<file path="config.mk">
export PLATFORM = sky130hd
export DESIGN_NAME = msg_fifo_peek
export DESIGN_NICKNAME = d
export VERILOG_FILES = /design/src/rtl/msg_fifo_peek.sv
export SDC_FILE = /design/constraint.sdc
export NUM_CORES = 1
export LEC_CHECK = 0
export ABC_AREA = 0
export BUFFER_PORTS_ARGS = -buffer_cell sky130_fd_sc_hd__buf_2
export CAP_MARGIN = 20
export CORE_UTILIZATION = 25
export CTS_CLUSTER_DIAMETER = 80
export DETAILED_ROUTE_END_ITERATION = 10
export PLACE_DENSITY_LB_ADDON = 0.05
export SYNTH_ARGS = -nofsm -noshare
export SYNTH_HDL_FRONTEND = slang
export SYNTH_SLANG_ARGS = --single-unit
</file>
<file path="constraint.sdc">
create_clock -name clk -period 3.3 [get_ports clk]
set_input_delay 0.33 -clock clk [delete_from_list [all_inputs] [get_ports clk]]
set_output_delay 0.33 -clock clk [all_outputs]
set_load 0.02 [all_outputs]
</file>
<file path="src/rtl/msg_fifo_peek.sv">
// Message-type FIFO with PEEK oldest entries exposed in parallel and 0..PEEK pops/cycle; optional MSG_FIFO_BYPASS_EN.
// Latency: push visible on peek next cycle (same cycle from empty with bypass); pops reflected next cycle.
// Backpressure: push_ready = count < DEPTH from registered state only; over-pop clamps and sets sticky underflow.
module msg_fifo_peek #(
    parameter int BITS  = 2,
    parameter int DEPTH = 4,
    parameter int PEEK  = 3
) (
    input  logic                         clk,
    input  logic                         reset,
    input  logic                         flush,
    input  logic                         push_valid,
    input  logic [BITS-1:0]              push_data,
    output logic                         push_ready,
    output logic [PEEK*BITS-1:0]         peek_data,
    output logic [PEEK-1:0]              peek_valid,
    input  logic [$clog2(PEEK+1)-1:0]    pop_n,
    output logic [$clog2(DEPTH+1)-1:0]   count,
    output logic                         underflow
);
    localparam int AW = $clog2(DEPTH);
    localparam int CW = $clog2(DEPTH+1);

    logic [BITS-1:0] mem [DEPTH];
    logic [AW-1:0]   rd;
    logic [AW-1:0]   wr_slot;
    logic [CW-1:0]   pop_eff;
    logic [CW-1:0]   cnt_next;
    logic            bypass;
    logic            push_acc;
    logic            store;
    logic            uf_set;

    assign push_ready = (count < CW'(DEPTH));

`ifdef MSG_FIFO_BYPASS_EN
    assign bypass = push_valid && (count == '0) && !flush && !reset;
`else
    assign bypass = 1'b0;
`endif

    always_comb begin
        push_acc = push_valid && push_ready && !flush && !reset;
        wr_slot  = rd + count[AW-1:0];
        // A bypassed entry counts as one available entry for the underflow check.
        uf_set   = 32'(pop_n) > (32'(count) + 32'(bypass));
        pop_eff  = (32'(pop_n) > 32'(count)) ? count : CW'(pop_n);
        // A bypassed entry that is popped in the same cycle is never stored.
        store    = push_acc && !(bypass && (pop_n != '0));
        cnt_next = count - pop_eff + CW'(store);
    end

    always_comb begin
        peek_valid = '0;
        peek_data  = '0;
        for (int i = 0; i < PEEK; i++) begin
            if (i < int'(count)) begin
                peek_valid[i]              = 1'b1;
                peek_data[i*BITS +: BITS]  = mem[rd + AW'(i)];
            end
        end
        if (bypass) begin
            peek_valid[0]          = 1'b1;
            peek_data[BITS-1:0]    = push_data;
        end
    end

    always_ff @(posedge clk) begin
        if (reset || flush) begin
            rd        <= '0;
            count     <= '0;
            underflow <= 1'b0;
        end else begin
            rd    <= rd + pop_eff[AW-1:0];
            count <= cnt_next;
            if (uf_set)
                underflow <= 1'b1;
        end
    end

    // Storage needs no reset; unused slots are masked on peek.
    always_ff @(posedge clk) begin
        if (store)
            mem[wr_slot] <= push_data;
    end
endmodule

</file>
-- Yosys cells after proc, flatten, opt, wreduce, memory -nomap -nowiden
Memories as Yosys holds them, arrays and structs flattened. A register that Yosys moved wholly into a read port is not among the register bits.
Cells that the tools add are included.
- register bits after elaboration: 6
- RAM bits: 8
- bits of input ports: 8
- memories kept: 1
- add/subtract/negate cells: 6
- $lt $le $gt $ge: 5
- multiplexer cells: 10
- reductions and logical operators: 6
- memories (memory ; words ; width ; rd ports ; clocked after Yosys merged registers in ; write ports ; line ; text):
    mem ; 4 ; 2 ; 3 ; 1 ; 1 ; 24 ; logic [BITS-1:0] mem [DEPTH];
- operators with widths (operator ; count):
    2-bit two-way mux ; 4
    1-bit by 3-bit less-than comparator with 1-bit output (first input constant) ; 2
    1-bit two-way mux ; 5
    2-bit adder ; 2
    3-bit by 1-bit adder with 3-bit output ; 1
    2-bit by 3-bit > comparator with 1-bit output ; 1
    1-bit logical AND ; 3
    2-bit by 3-bit less-than comparator with 1-bit output (first input constant) ; 1
    3-bit less-than comparator (second input constant) ; 1
    3-bit two-way mux ; 1
    3-bit subtractor ; 1
    2-bit by 1-bit adder with 2-bit output (second input constant) ; 1
    2-bit adder (second input constant) ; 1
    1-bit logical NOT ; 2
    1-bit logical OR ; 1

-- Logic depth before layout (Yosys ltp)
- depth in word-level cells: 6
- gate-level depth with buffers: 13
- mapped depth without buffers: 13

-- Worst setup path before layout
No wires, ideal clock.
- path type: flip-flop to flip-flop
- start: register count[1]
- end: register count[2]
- library setup time: 0.116 ns
- arrival time: 2.816 ns
- setup slack: 0.367 ns
- cell stages (with the launch flop): 14
- clock period less this slack: 2.933 ns
- cells stage by stage: dfxtp_1 inv_1 ha_1 a21oi_1 o21a_4 mux2_2 ha_1 inv_1 ha_1 inv_1 fa_1 xnor2_1 xnor2_1 nor3_1
- word-level cells in the longest chain between the ends: 5
- RTL lines (item ; line ; text):
    start: declaration ; 18 ; output logic [$clog2(DEPTH+1)-1:0] count,
    start signal: assignment ; 75 ; count <= cnt_next;
    parallel branches: the longest is 4 deep, another holds 2-bit by 3-bit > comparator with 1-bit output ; -- ;
    3-bit by 1-bit adder with 3-bit output * ; 50 ; cnt_next = count - pop_eff + CW'(store);
Mark *: on every way between the ends.
A chain may end at the register's enable or synchronous reset.

-- Final worst setup path
Same ends and word-level chain as after synthesis.

==> run summary <==
The run finished with clean final reports. The tools report the number of maximum-capacitance violations as 0. The tools report the startpoint of the most critical hold path as push_data[1]. Yosys attributes the largest share of cell area to sky130_fd_sc_hd__edfxtp_1 26%, sky130_fd_sc_hd__dfxtp_1 13%, sky130_fd_sc_hd__mux4_2 12%. Worst path setup slack after routing: 512.3 ps.

For this design, the slowest cell found on the critical path is sky130_fd_sc_hd__fa_1. The global-route wire length before repair was 3.367 mm; the clock transition at the registers of the reported paths was 90 ps. Class of the tightest hold or removal check: in2reg. The data required time at the worst endpoint came out at 3500 ps.

The startpoint identified for the worst register-to-register timing path is count[1]$_SDFF_PP0_. Counting along the longest clock path gives a buffer depth of 2. For this run, design rule violations remaining after detail routing come to 0. Count of final hold-check violations: 0. For the post-cts hold buffer count, the log shows 0.

The sum of buffers and inverters on the critical path was 3; the sum of overflow across all layers after global routing was 0. The tools report the final count of pins violating max slew as 0. The count of standard-cell rows came out at 21. The post-synthesis async set-or-reset flop share works out to 0.

The setup skew after layout is 6.693 ps. The die is 62.57 um wide. The root buffer cell chosen for the clock tree is sky130_fd_sc_hd__clkbuf_4. The total wirelength of the detailed-routed design was 1.919 mm.

The worst-case setup slack after placement was 389.9 ps. After detailed routing, the average wire length per cell comes to 13.23 um. The tools report the number of search-and-repair iterations in the first detailed-routing pass as 3. After detailed routing, the number of vias per cell comes to 4.428. The core region is 3416 um^2. For the post-synthesis net count, the log shows 90.

Along the worst path, the maximum fanout reaches 4. Most used flip-flop cell after synthesis: sky130_fd_sc_hd__edfxtp_1. Setup repair after global routing left no endpoint under its margin. STA classifies the critical path startpoint as a flip-flop. Derived from the worst setup path, the maximum achievable clock frequency is 358.7 MHz. For this design, the sink count on the clock tree is 14.

The register-to-register setup slack was 510 ps; the clock latency on the worst-skew pair was 280 ps. The y dimension of the die works out to 62.57 um. STA classifies the critical path endpoint as a flip-flop. The path with the worst hold slack has its endpoint at mem[3][1]$_DFFE_PP_. In this run, synthesis inferred 8 flip-flops with an integrated enable.

The worst-case IR drop observed on VDD is 0.0002105 V. The power density over the cells is 849.9 nW/um^2. The total of fill cells in the finished design came out at 373. STA puts the critical path data arrival time at 2980 ps. The critical path is of the reg2reg type. The logs give 0.1117 for the global router's overall resource usage and 74 for the number of instances in the synthesized netlist. The maximum number of pins on one net before global-route repair is 10.

The congestion estimate from routability-driven global placement came to 0.6739. 0 antenna diodes ended up in the layout. The delay of the slowest cell on the worst path works out to 380 ps.

Counting flops and latches in the post-synthesis netlist gives 14. The critical path's top delay family is adder cells. The run gives 0.3929 as the portion of the post-synthesis area used by sequential elements. The number of cells traversed by the worst hold path came out at 1. The ratio of cells with drive above 1 in the final layout came out at 0.3636. The logs give 0 for the post-CTS setup buffer count and 22 for the I/O pin count. The mean post-synth cell area was 12.39 um^2.

Setup violations remaining at the end of the flow were counted as 0. The final route contains 642 vias. The post-route antenna net violation count came out at 0. The die outline area was 3915 um^2; the half-perimeter wire length after placement was 1.614 mm. The analysis attributes to cell leakage a power of 0.4697 nW. TritonCTS built the clock tree. The area growth from synthesis to layout is 20.46%. The count of buffers added on input and output ports is 21.

In this run, the number of DRC markers left after iteration 0 of detailed routing was 4. The proportion of netlist area held by the largest area contributor came out at 0.2619. The tools report the starting density of the core as 0.2685. In this run, post-CTS repair resized a total of 0 instances.

The final period demand of the worst path is 2788 ps, and the cell area after synthesis is 917.1 um^2. For the number of library cell types mapped by synthesis, the log shows 27. The destination of the worst register-to-register timing path was count[2]$_SDFF_PP0_. Counting cells, the worst reg-to-reg path comes to 13. The H-tree depth reported by CTS was 1; the setup TNS was 0 ps. The number of warnings reported in the yosys synthesis log is 0. The signal on the critical path passes through inv_1, ha_1, a21oi_1, o21a_4, mux2_2, ha_1, inv_1, ha_1, inv_1, fa_1, xnor2_1, xnor2_1, nor3_1.

The run gives 0 as the number of antenna violations at the first check in global routing. The final cycle utilization of the critical path is 0.8448, and the normalized max-slew margin is 0.7061. The transition time at the pin with the least slew margin was 440.3 ps; the final net count was 116. Counting the buffers created by CTS gives 3. The tools report the number of global-route vias before repair as 717.

The largest total area in the synthesized netlist belongs to sky130_fd_sc_hd__edfxtp_1.
[flip-flops by register name, summed over array words and instances, names as in the netlist]
signal and count:
count 3, mem 8, rd 2, underflow 1
[logic make-up (layout without fill, tap and decap cells)]
| kind of cell | Yosys count | after routing | share of synthesized area |
|---|---|---|---|
| AO/OA/AOI/OAI | 4 | 4 | 0.03547 |
| XOR/XNOR | 6 | 6 | 0.05730 |
| adder cells (fa/ha/maj) | 8 | 8 | 0.1173 |
| buffers and inverters | 9 | 34 | 0.04638 |
| flip-flops | 14 | 14 | 0.3929 |
| multiplexers | 9 | 9 | 0.2033 |
| AND/OR/NAND/NOR | 24 | 24 | 0.1473 |
[where the power goes]
group | switching, mW | internal [mW] | leakage, nW
clock network | 0.0564 | 0.0438 | 0.0154
logic | 0.325 | 0.262 | 0.333
registers | 0.0369 | 0.215 | 0.121
[cells in the final DEF (no fill, tap or decap)]
cell type,synthesis,routed
sky130_fd_sc_hd__a21oi_1,2,2
sky130_fd_sc_hd__and2_0,1,1
sky130_fd_sc_hd__and2_1,4,4
sky130_fd_sc_hd__and2_2,2,2
sky130_fd_sc_hd__buf_2,1,21
sky130_fd_sc_hd__buf_4,0,2
sky130_fd_sc_hd__clkbuf_4,0,3
sky130_fd_sc_hd__clkinv_1,0,1
sky130_fd_sc_hd__dfxtp_1,6,6
sky130_fd_sc_hd__edfxtp_1,8,8
sky130_fd_sc_hd__fa_1,1,1
sky130_fd_sc_hd__ha_1,7,7
sky130_fd_sc_hd__inv_1,7,7
sky130_fd_sc_hd__mux2_2,1,1
sky130_fd_sc_hd__mux2i_1,1,1
sky130_fd_sc_hd__mux4_1,2,2
sky130_fd_sc_hd__mux4_2,5,5
sky130_fd_sc_hd__nand2_1,1,1
sky130_fd_sc_hd__nand3_1,1,1
sky130_fd_sc_hd__nand4_1,1,1
sky130_fd_sc_hd__nor2_1,2,2
sky130_fd_sc_hd__nor2_2,1,1
sky130_fd_sc_hd__nor2b_1,3,3
sky130_fd_sc_hd__nor3_1,7,7
sky130_fd_sc_hd__o21a_1,1,1
sky130_fd_sc_hd__o21a_4,1,1
sky130_fd_sc_hd__or3_1,1,1
sky130_fd_sc_hd__xnor2_1,5,5
sky130_fd_sc_hd__xor2_1,1,1
[stage by stage]
stage	util	total power [mW]	area [um^2]	hold WS [ps]	std cells
floorplan	-	0.6893	917.1	406.6	74
global placement	0.3158	0.8569	1079	517.6	141
detailed placement	0.3158	0.8565	1079	461.3	141
CTS	0.3234	0.9609	1105	258.8	145
global route	0.3234	1.037	1105	254.8	145
finish	0.3234	0.9390	1105	270.7	145
[per-layer routing]
layer	vias to the layer above	wire length, um	part of all wire	global-route usage
met5	-	0	0	0
met4	0	17	0.0089	0.02616
met3	2	92	0.048	0.04197
met2	16	876	0.46	0.1739
met1	303	933	0.49	0.1458
li1	321	-	-	-
[cells in the mapped netlist (2+ instances only)]
cell type	count
sky130_fd_sc_hd__ha_1	7
sky130_fd_sc_hd__mux4_1	2
sky130_fd_sc_hd__a21oi_1	2
sky130_fd_sc_hd__nor2b_1	3
sky130_fd_sc_hd__and2_1	4
sky130_fd_sc_hd__nor2_1	2
sky130_fd_sc_hd__nor3_1	7
sky130_fd_sc_hd__and2_2	2
sky130_fd_sc_hd__mux4_2	5
sky130_fd_sc_hd__dfxtp_1	6
sky130_fd_sc_hd__inv_1	7
sky130_fd_sc_hd__xnor2_1	5
sky130_fd_sc_hd__edfxtp_1	8
[cell type report]
| cell class | instances | area (um^2) | area share |
|---|---|---|---|
| Multi-Input combinational cell | 51 | 514.2 | 0.4655 |
| Sequential cell | 14 | 360.3 | 0.3262 |
| Timing Repair Buffer | 23 | 120.1 | 0.1087 |
| Tap cell | 46 | 57.56 | 0.05210 |
| Inverter | 7 | 26.28 | 0.02378 |
| Clock buffer | 3 | 22.52 | 0.02039 |
| Clock inverter | 1 | 3.754 | 0.003398 |
[worst max-delay path by stage]
stage,start,end,slack [ps],depth (start not counted)
final,count[1]$_SDFF_PP0_,count[2]$_SDFF_PP0_,510,13
after global routing,count[1]$_SDFF_PP0_,count[2]$_SDFF_PP0_,240,13
after CTS,count[1]$_SDFF_PP0_,count[2]$_SDFF_PP0_,460,13
after detailed placement,pop_n[1],count[2]$_SDFF_PP0_,390,13
after global placement,pop_n[1],count[2]$_SDFF_PP0_,420,13
after floorplan,count[1]$_SDFF_PP0_,count[2]$_SDFF_PP0_,370,13
[worst register-to-register path, stage by stage, from the launching register on]
cell	delay, ps
sky130_fd_sc_hd__dfxtp_1	340
sky130_fd_sc_hd__inv_1	70
sky130_fd_sc_hd__ha_1	280
sky130_fd_sc_hd__a21oi_1	180
sky130_fd_sc_hd__o21a_4	190
sky130_fd_sc_hd__mux2_2	350
sky130_fd_sc_hd__ha_1	290
sky130_fd_sc_hd__inv_1	60
sky130_fd_sc_hd__ha_1	130
sky130_fd_sc_hd__inv_1	50
sky130_fd_sc_hd__fa_1	380
sky130_fd_sc_hd__xnor2_1	150
sky130_fd_sc_hd__xnor2_1	120
sky130_fd_sc_hd__nor3_1	140
Power figures use the tool's default switching activity.
